===== config.mk =====
export PLATFORM = sky130hd
export DESIGN_NAME = mc_bus_if_flat
export DESIGN_NICKNAME = d
export VERILOG_FILES = /design/src/rtl/mc_bus_if_if.sv /design/src/rtl/mc_bus_if.sv /design/src/flat_wrapper.sv
export SDC_FILE = /design/constraint.sdc
export NUM_CORES = 1
export LEC_CHECK = 0
export CAP_MARGIN = 20
export CORE_MARGIN = 5
export CORE_UTILIZATION = 40
export CTS_CLUSTER_SIZE = 10
export DETAILED_ROUTE_END_ITERATION = 10
export DONT_BUFFER_PORTS = 1
export MAX_ROUTING_LAYER = met4
export PLACE_DENSITY_LB_ADDON = 0.1
export SLEW_MARGIN = 40
export SYNTH_ARGS = -nofsm -noshare
export SYNTH_HDL_FRONTEND = slang
export SYNTH_SLANG_ARGS = --single-unit

===== constraint.sdc =====
create_clock -name clk -period 6.3 [get_ports clk]
set_clock_uncertainty 0.1 [all_clocks]
set_input_delay 1.89 -clock clk [delete_from_list [all_inputs] [get_ports clk]]
set_output_delay 1.89 -clock clk [all_outputs]
set_load 0.05 [all_outputs]

===== src/rtl/mc_bus_if_if.sv =====
// Bus bundle between the MCU-side pins / register fabric and mc_bus_if.
// The slave modport is the view taken by mc_bus_if itself.
interface mc_bus_if_if #(
  parameter int DW = 16,
  parameter int AW = 6
);
  logic          mc_ce;
  logic          mc_oe;
  logic          mc_we;
  logic [AW-1:0] mc_add;
  logic [DW-1:0] mc_data_in;
  logic [DW-1:0] mc_data_out;
  logic          mc_data_oe;
  logic          wr_strobe;
  logic [AW-1:0] wr_addr;
  logic [DW-1:0] wr_data;
  logic          fifo_push;
  logic [DW-1:0] fifo_data;
  logic          fifo_full;
  logic          rd_strobe;
  logic [AW-1:0] rd_addr;
  logic [DW-1:0] rd_data;
  logic          overrun;
  logic          proto_err;
  logic          err_clr;

  modport slave (
    input  mc_ce, mc_oe, mc_we, mc_add, mc_data_in, fifo_full, rd_data, err_clr,
    output mc_data_out, mc_data_oe, wr_strobe, wr_addr, wr_data,
           fifo_push, fifo_data, rd_strobe, rd_addr, overrun, proto_err
  );

  modport master (
    output mc_ce, mc_oe, mc_we, mc_add, mc_data_in, fifo_full, rd_data, err_clr,
    input  mc_data_out, mc_data_oe, wr_strobe, wr_addr, wr_data,
           fifo_push, fifo_data, rd_strobe, rd_addr, overrun, proto_err
  );
endinterface


===== src/rtl/mc_bus_if.sv =====
// MCU asynchronous parallel bus slave: synchronises strobes, turns writes into
// register strobes / FIFO pushes and reads into a request plus held read data.
module mc_bus_if #(
  parameter int                      MC_DATA_WIDTH = 16,
  parameter int                      MC_ADD_WIDTH  = 6,
  parameter int                      SYNC_STAGES   = 2,
  parameter logic [MC_ADD_WIDTH-1:0] FIFO_ADDR     = '0
) (
  input  logic        clk,
  input  logic        rst,
  mc_bus_if_if.slave  bus
);

  localparam logic [2:0] IDLE    = 3'd0;
  localparam logic [2:0] WR      = 3'd1;
  localparam logic [2:0] WR_WAIT = 3'd2;
  localparam logic [2:0] RD_REQ  = 3'd3;
  localparam logic [2:0] RD_CAP  = 3'd4;
  localparam logic [2:0] RD_HOLD = 3'd5;

  // Strobe channels: bit 0 = we, bit 1 = oe, bit 2 = ce
  logic [2:0] pin_raw;
  logic [2:0] synced;
  assign pin_raw = {bus.mc_ce, bus.mc_oe, bus.mc_we};

  genvar gi;
  generate
    for (gi = 0; gi < 3; gi++) begin : g_sync
      logic [SYNC_STAGES-1:0] sync_q;
      always_ff @(posedge clk or posedge rst) begin
        if (rst) sync_q <= '1;
        else     sync_q <= {sync_q[SYNC_STAGES-2:0], pin_raw[gi]};
      end
      assign synced[gi] = sync_q[SYNC_STAGES-1];
    end
  endgenerate

  logic we_s, oe_s, ce_s;
  assign we_s = synced[0];
  assign oe_s = synced[1];
  assign ce_s = synced[2];

  logic [1:0]               prev_q, prev_d;
  logic [SYNC_STAGES-1:0]   fill_q, fill_d;
  logic                     armed_q, armed_d;
  logic [2:0]               state_q, state_d;
  logic [MC_ADD_WIDTH-1:0]  addr_q, addr_d;
  logic [MC_DATA_WIDTH-1:0] data_q, data_d;
  logic [MC_DATA_WIDTH-1:0] rdata_q, rdata_d;
  logic                     oe_q, oe_d;
  logic                     overrun_q, overrun_d;
  logic                     proto_q, proto_d;
  logic                     we_fall, oe_fall, is_fifo, ovr_set, proto_set;

  // fill_q marks when the synchronisers hold real pin samples, so the
  // reset-value ones never count as "strobe seen high" for arming.
  assign we_fall = armed_q & prev_q[0] & ~we_s;
  assign oe_fall = armed_q & prev_q[1] & ~oe_s;
  assign is_fifo = (addr_q == FIFO_ADDR);

  always_comb begin
    prev_d    = {oe_s, we_s};
    fill_d    = {fill_q[SYNC_STAGES-2:0], 1'b1};
    armed_d   = armed_q | (fill_q[SYNC_STAGES-1] & we_s & oe_s);
    state_d   = state_q;
    addr_d    = addr_q;
    data_d    = data_q;
    rdata_d   = rdata_q;
    oe_d      = oe_q;
    ovr_set   = 1'b0;
    proto_set = 1'b0;
    case (state_q)
      IDLE: begin
        if (!ce_s) begin
          if (we_fall) begin
            addr_d    = bus.mc_add;
            data_d    = bus.mc_data_in;
            proto_set = ~oe_s;
            state_d   = WR;
          end else if (oe_fall && we_s) begin
            addr_d  = bus.mc_add;
            state_d = RD_REQ;
          end
        end
      end
      WR: begin
        ovr_set = is_fifo & bus.fifo_full;
        state_d = WR_WAIT;
      end
      WR_WAIT: if (we_s) state_d = IDLE;
      RD_REQ:  state_d = RD_CAP;
      RD_CAP: begin
        rdata_d = bus.rd_data;
        oe_d    = 1'b1;
        state_d = RD_HOLD;
      end
      RD_HOLD: begin
        proto_set = we_fall;
        if (oe_s) begin
          oe_d    = 1'b0;
          state_d = IDLE;
        end
      end
      default: state_d = IDLE;
    endcase
    // A set event in the same cycle as err_clr keeps the flag set
    overrun_d = ovr_set | (overrun_q & ~bus.err_clr);
    proto_d   = proto_set | (proto_q & ~bus.err_clr);
  end

  always_ff @(posedge clk or posedge rst) begin
    if (rst) begin
      prev_q    <= '1;
      fill_q    <= '0;
      armed_q   <= 1'b0;
      state_q   <= IDLE;
      addr_q    <= '0;
      data_q    <= '0;
      rdata_q   <= '0;
      oe_q      <= 1'b0;
      overrun_q <= 1'b0;
      proto_q   <= 1'b0;
    end else begin
      prev_q    <= prev_d;
      fill_q    <= fill_d;
      armed_q   <= armed_d;
      state_q   <= state_d;
      addr_q    <= addr_d;
      data_q    <= data_d;
      rdata_q   <= rdata_d;
      oe_q      <= oe_d;
      overrun_q <= overrun_d;
      proto_q   <= proto_d;
    end
  end

  assign bus.wr_strobe   = (state_q == WR) & ~is_fifo;
  assign bus.fifo_push   = (state_q == WR) & is_fifo & ~bus.fifo_full;
  assign bus.rd_strobe   = (state_q == RD_REQ);
  assign bus.wr_addr     = addr_q;
  assign bus.wr_data     = data_q;
  assign bus.fifo_data   = data_q;
  assign bus.rd_addr     = addr_q;
  assign bus.mc_data_out = rdata_q;
  assign bus.mc_data_oe  = oe_q;
  assign bus.overrun     = overrun_q;
  assign bus.proto_err   = proto_q;

endmodule


===== src/flat_wrapper.sv =====
// flat-port wrapper written by rule: the top's interface ports become plain ports
module mc_bus_if_flat 
#(
  parameter int                      MC_DATA_WIDTH = 16,
  parameter int                      MC_ADD_WIDTH  = 6,
  parameter int                      SYNC_STAGES   = 2,
  parameter logic [MC_ADD_WIDTH-1:0] FIFO_ADDR     = '0
)
  (clk, rst, bus_mc_ce, bus_mc_oe, bus_mc_we, bus_mc_add, bus_mc_data_in, bus_fifo_full, bus_rd_data, bus_err_clr, bus_mc_data_out, bus_mc_data_oe, bus_wr_strobe, bus_wr_addr, bus_wr_data, bus_fifo_push, bus_fifo_data, bus_rd_strobe, bus_rd_addr, bus_overrun, bus_proto_err);
  mc_bus_if_if #(.DW(16), .AW(6)) bus_i ();
  input  logic clk;
  input  logic rst;
  input wire logic [$bits(bus_i.mc_ce)-1:0] bus_mc_ce;
  input wire logic [$bits(bus_i.mc_oe)-1:0] bus_mc_oe;
  input wire logic [$bits(bus_i.mc_we)-1:0] bus_mc_we;
  input wire logic [$bits(bus_i.mc_add)-1:0] bus_mc_add;
  input wire logic [$bits(bus_i.mc_data_in)-1:0] bus_mc_data_in;
  input wire logic [$bits(bus_i.fifo_full)-1:0] bus_fifo_full;
  input wire logic [$bits(bus_i.rd_data)-1:0] bus_rd_data;
  input wire logic [$bits(bus_i.err_clr)-1:0] bus_err_clr;
  output wire logic [$bits(bus_i.mc_data_out)-1:0] bus_mc_data_out;
  output wire logic [$bits(bus_i.mc_data_oe)-1:0] bus_mc_data_oe;
  output wire logic [$bits(bus_i.wr_strobe)-1:0] bus_wr_strobe;
  output wire logic [$bits(bus_i.wr_addr)-1:0] bus_wr_addr;
  output wire logic [$bits(bus_i.wr_data)-1:0] bus_wr_data;
  output wire logic [$bits(bus_i.fifo_push)-1:0] bus_fifo_push;
  output wire logic [$bits(bus_i.fifo_data)-1:0] bus_fifo_data;
  output wire logic [$bits(bus_i.rd_strobe)-1:0] bus_rd_strobe;
  output wire logic [$bits(bus_i.rd_addr)-1:0] bus_rd_addr;
  output wire logic [$bits(bus_i.overrun)-1:0] bus_overrun;
  output wire logic [$bits(bus_i.proto_err)-1:0] bus_proto_err;
  assign bus_i.mc_ce = bus_mc_ce;
  assign bus_i.mc_oe = bus_mc_oe;
  assign bus_i.mc_we = bus_mc_we;
  assign bus_i.mc_add = bus_mc_add;
  assign bus_i.mc_data_in = bus_mc_data_in;
  assign bus_i.fifo_full = bus_fifo_full;
  assign bus_i.rd_data = bus_rd_data;
  assign bus_i.err_clr = bus_err_clr;
  assign bus_mc_data_out = bus_i.mc_data_out;
  assign bus_mc_data_oe = bus_i.mc_data_oe;
  assign bus_wr_strobe = bus_i.wr_strobe;
  assign bus_wr_addr = bus_i.wr_addr;
  assign bus_wr_data = bus_i.wr_data;
  assign bus_fifo_push = bus_i.fifo_push;
  assign bus_fifo_data = bus_i.fifo_data;
  assign bus_rd_strobe = bus_i.rd_strobe;
  assign bus_rd_addr = bus_i.rd_addr;
  assign bus_overrun = bus_i.overrun;
  assign bus_proto_err = bus_i.proto_err;
  mc_bus_if #(.MC_DATA_WIDTH(MC_DATA_WIDTH), .MC_ADD_WIDTH(MC_ADD_WIDTH), .SYNC_STAGES(SYNC_STAGES), .FIFO_ADDR(FIFO_ADDR)) u_core (.clk(clk), .rst(rst), .bus(bus_i));
endmodule

---- Yosys cells after proc, flatten, opt, wreduce, memory -nomap -nowiden ----
Index checks and enable logic that the tools add are counted.
storage, ports and cells
  register bits ........................... 55
  bits of input ports ..................... 45
  word-level logic and storage cells ...... 66
cells by class
  equal/unequal tests ..................... 9
  mux-type cells .......................... 14
  bitwise operators ....................... 21
  reduce and logical (&&, ||, !) cells .... 9
operators with widths
  operator            number
  $pmux 3 s6          1
  $mux 3              5
  $and 1x1->1         12
  $mux 6              2
  $eq 3x2->1 const B  2
  $eq 3x3->1 const B  2
  $logic_not 6->1     1
  $not 1->1           6
  $reduce_and 3->1    2
  $mux 1              4
  $ne 2x1->1 const B  2
  $pmux 1 s2          2
  $reduce_and 4->1    1
  $reduce_bool 2->1   2
  $eq 3x1->1 const B  1
  $logic_not 3->1     1
  $ne 3x1->1 const B  1
  $or 1x1->1          3
  $ne 2x2->1 const B  1
  $reduce_and 2->1    1
  $logic_and 1x1->1   1

---- Depth between registers and ports, before layout ----
  word-level depth ........................ 7
  depth in mapped cells ................... 6

---- Worst setup path before layout ----
Ideal clock, no wire load.
  path type ............................... input -> output
  from .................................... input bus_fifo_full
  to ...................................... output bus_fifo_push
  data arrival time ....................... 2.544 ns
  stages on the path ...................... 1
  path slack .............................. 1.766 ns
  path buffers ............................ 0
  cell sequence ........................... nor2_1
on the way
  longest elaborated chain between the ends .. 2
RTL lines
  element      RTL line            source
  from (decl)  flat_wrapper.sv:18  input wire logic [$bits(bus_i.fifo_full)-1:0] bus_fifo_full;
  $not 1->1    mc_bus_if.sv:138    assign bus.fifo_push = (state_q == WR) & is_fifo & ~bus.fifo_full;
  $and 1x1->1  mc_bus_if.sv:138
  to (decl)    flat_wrapper.sv:26  output wire logic [$bits(bus_i.fifo_push)-1:0] bus_fifo_push;
Every way passes these cells.

---- Worst setup path after layout ----
Ends and elaborated chain as after synthesis.

==> impl_metrics.yaml <==
clocking:
  holdBufCountCts: 0
  cts_tree: "yes"
  path_clk_slew_ps: 90
  cts_sinks: 55
  clk_latency_ps: 300
  post-cts-setup-buffers: 0
  post_cts_resize_count: 0
  clockRootBuffer: "clkbuf_8"
  cts_buffers: 5
  cts_buffer_depth: 2
  htreeDepth: 2
global_route:
  grt_use_met2_pct: 16.83
  grt_pass1_vias: 1215
  grt_pass1_wl_um: 6092
  use_met1_pct: 12.97
  grt-busiest-layer: "met2"
  grt_usage_pct: 10.77
  antenna_found_initial: 0
  grt_overflow_total: 0
  grt_max_degree: 56
  grt_use_met3_pct: 3.992
hold_path:
  hp-class: "reg2reg"
  hp-start: "u_core.fill_q[0]$_DFF_PP0_"
  hold_path_depth: 0
  hold_path_end: "u_core.fill_q[1]$_DFF_PP0_"
floorplanning:
  die_w_um: 86.63
  dieArea_mm2: 0.007504
  io_pins: 111
  core.rowCount: 28
  initial_utilization_pct: 40.38
  core-area_mm2: 0.005816
  die_h_um: 86.63
logic_synthesis:
  syn_area_mm2: 0.002349
  async_flop_share_pct: 100.0
  yosysWarnings: 0
  netlist_instances: 158
  ys.flop_type: "dfrtp_1"
  synth_top_area_cell: "dfrtp_1"
  synth_edf_count: 0
  yosysMostFrequentCell: "dfrtp_1"
  synthTopCellsByArea: "dfrtp_1 50%, mux2_4 12%, mux2_2 9.1%"
  synth_nets: 203
  synth_commonest_cells: "47 x dfrtp_1, 23 x buf_4, 19 x mux2_2, 19 x mux2_4, 8 x dfstp_2"
  synth-seq-cells: 55
  yosysSeqAreaShare_pct: 59.03
  synth_top_area_share_pct: 50.08
  syn_area_per_cell_um2: 14.86
  ys_types: 32
worst_setup_path:
  slowest_delay_ps: 420
  path_class: "in2out"
  reg2reg_from: "u_core.prev_q[0]$_DFF_PP1_"
  reg2regPathDepth: 3
  crit_slowest_cell: "nor2_2"
  critical_path.top_delay_family: "simple AND/OR/NAND/NOR gates"
  crit_path_max_fanout: 2
  critPathCaptureType: "output pin"
  r2r_end: "u_core.bus.fifo_data[14]$_DFFE_PP0P_"
  required_ps: 4310
  cp.depth: 1
  critPathBufInv: 0
  rrSetupSlack_ps: 4400
  start_kind: "primary input"
  path_cells: "nor2_2"
  critPathArrivalTime_ps: 2310
timing:
  fmax_ghz: 0.2323
  grt_setup_unrepaired: "false"
  final_max_slew_viol_count: 0
  fin_crit_ps: 4305
  fin_tns_setup_ps: 0
  slew_headroom_pct: 56.58
  fin_crit_sh_pct: 68.33
  hold_viol: 0
  worstMarginPinSlew_ps: 651.4
  setup_viol: 0
detailed_routing:
  drt-wirelength-per-cell_um: 18.02
  wl_um: 3874
  vias: 1083
  viasPerCell: 5.037
  first_iter_violations: 33
  drtAntennaViolNets: 0
  post-route-drc-count: 0
  firstDrtPassIters: 2
placement:
  io_buffers: 0
  hpwl_um: 2843
  routabilityCongestion: 0.7094
layout:
  syn_to_final_growth_pct: 1.438
  insertedDiodeCount: 0
  fin_nets: 184
  drive_gt1_share_pct: 60.71
outcome:
  status: "complete, no violations"
run:
  max_cap_viol_count: 0
## area by class of cell
cell class / instances / area [um^2]
flip-flops and latches: 55 / 1414
clock inverters: 2 / 35.03
well taps: 75 / 93.84
repair buffers: 1 / 15.01
multi-input cells: 70 / 716.9
inverters: 6 / 25.02
clock buffers: 6 / 82.58
fillers: 548 / 3433
## routing by layer
layer	wire length, um	part of all wire (%)
met1	1611	42
met2	1890	49
met3	335	8.6
met4	36	0.93
met5	0	0
## cells by family (layout without fill, tap and decap cells)
kind of cell | count (synthesis) | in the layout | share of synthesized area (%)
AO/OA/AOI/OAI | 12 | 12 | 3.570
buffers and inverters | 33 | 15 | 10.76
AND/OR/NAND/NOR | 19 | 19 | 5.221
other | 1 | 1 | 0.1597
multiplexers | 38 | 38 | 21.26
flip-flops | 55 | 55 | 59.03
## metrics by stage
| stage | utilization (%) | hold slack (ps) | cell area, um^2 | instances | setup slack, ps |
|---|---|---|---|---|---|
| finish | 40.96 | 257.0 | 2382 | 215 | 1995 |
| global route | 40.96 | 271.4 | 2382 | 215 | 1991 |
| CTS | 40.83 | 263.5 | 2375 | 215 | 1991 |
| detailed placement | 38.81 | 237.2 | 2257 | 207 | 1991 |
| global placement | 38.04 | 234.1 | 2212 | 206 | 1737 |
| floorplan | - | 231.2 | 2349 | 158 | 1766 |
## state kept, by name, summed over array words and instances, names as in the netlist
register,count
u_core.bus.overrun,1
u_core.fill_q,2
u_core.armed_q,1
u_core.bus.rd_addr,6
u_core.state_q,3
u_core.bus.proto_err,1
u_core.bus.mc_data_oe,1
u_core.prev_q,2
u_core.g_sync.sync_q,6
u_core.bus.fifo_data,16
u_core.bus.mc_data_out,16
## worst max path at each step
| stage | startpoint | end | slack [ps] |
|---|---|---|---|
| 3_3_place_gp | bus_fifo_full | bus_fifo_push | 1740 |
| 6_report | bus_fifo_full | bus_fifo_push | 2000 |
| 3_5_place_dp | bus_fifo_full | bus_fifo_push | 1990 |
| 2_1_floorplan | bus_fifo_full | bus_fifo_push | 1770 |
| 4_1_cts | bus_fifo_full | bus_fifo_push | 1990 |
| 5_1_grt | bus_fifo_full | bus_fifo_push | 1990 |
## cell usage in the layout, fill, tap and decap left out, types with 2 or more instances in the layout
master and instances:
mux2_2 19, nor4_1 2, a21oi_1 2, nor2_1 2, dfrtp_1 25, nor2b_1 2
inv_1 4, dfstp_2 8, nand2_1 3, dfrtp_2 22, mux2_4 19, o22ai_1 2
nand3b_1 2, clkbuf_8 6
Power is not shown: default switching activity piles up to over one toggle a cycle in this logic, so the estimate is an artifact.
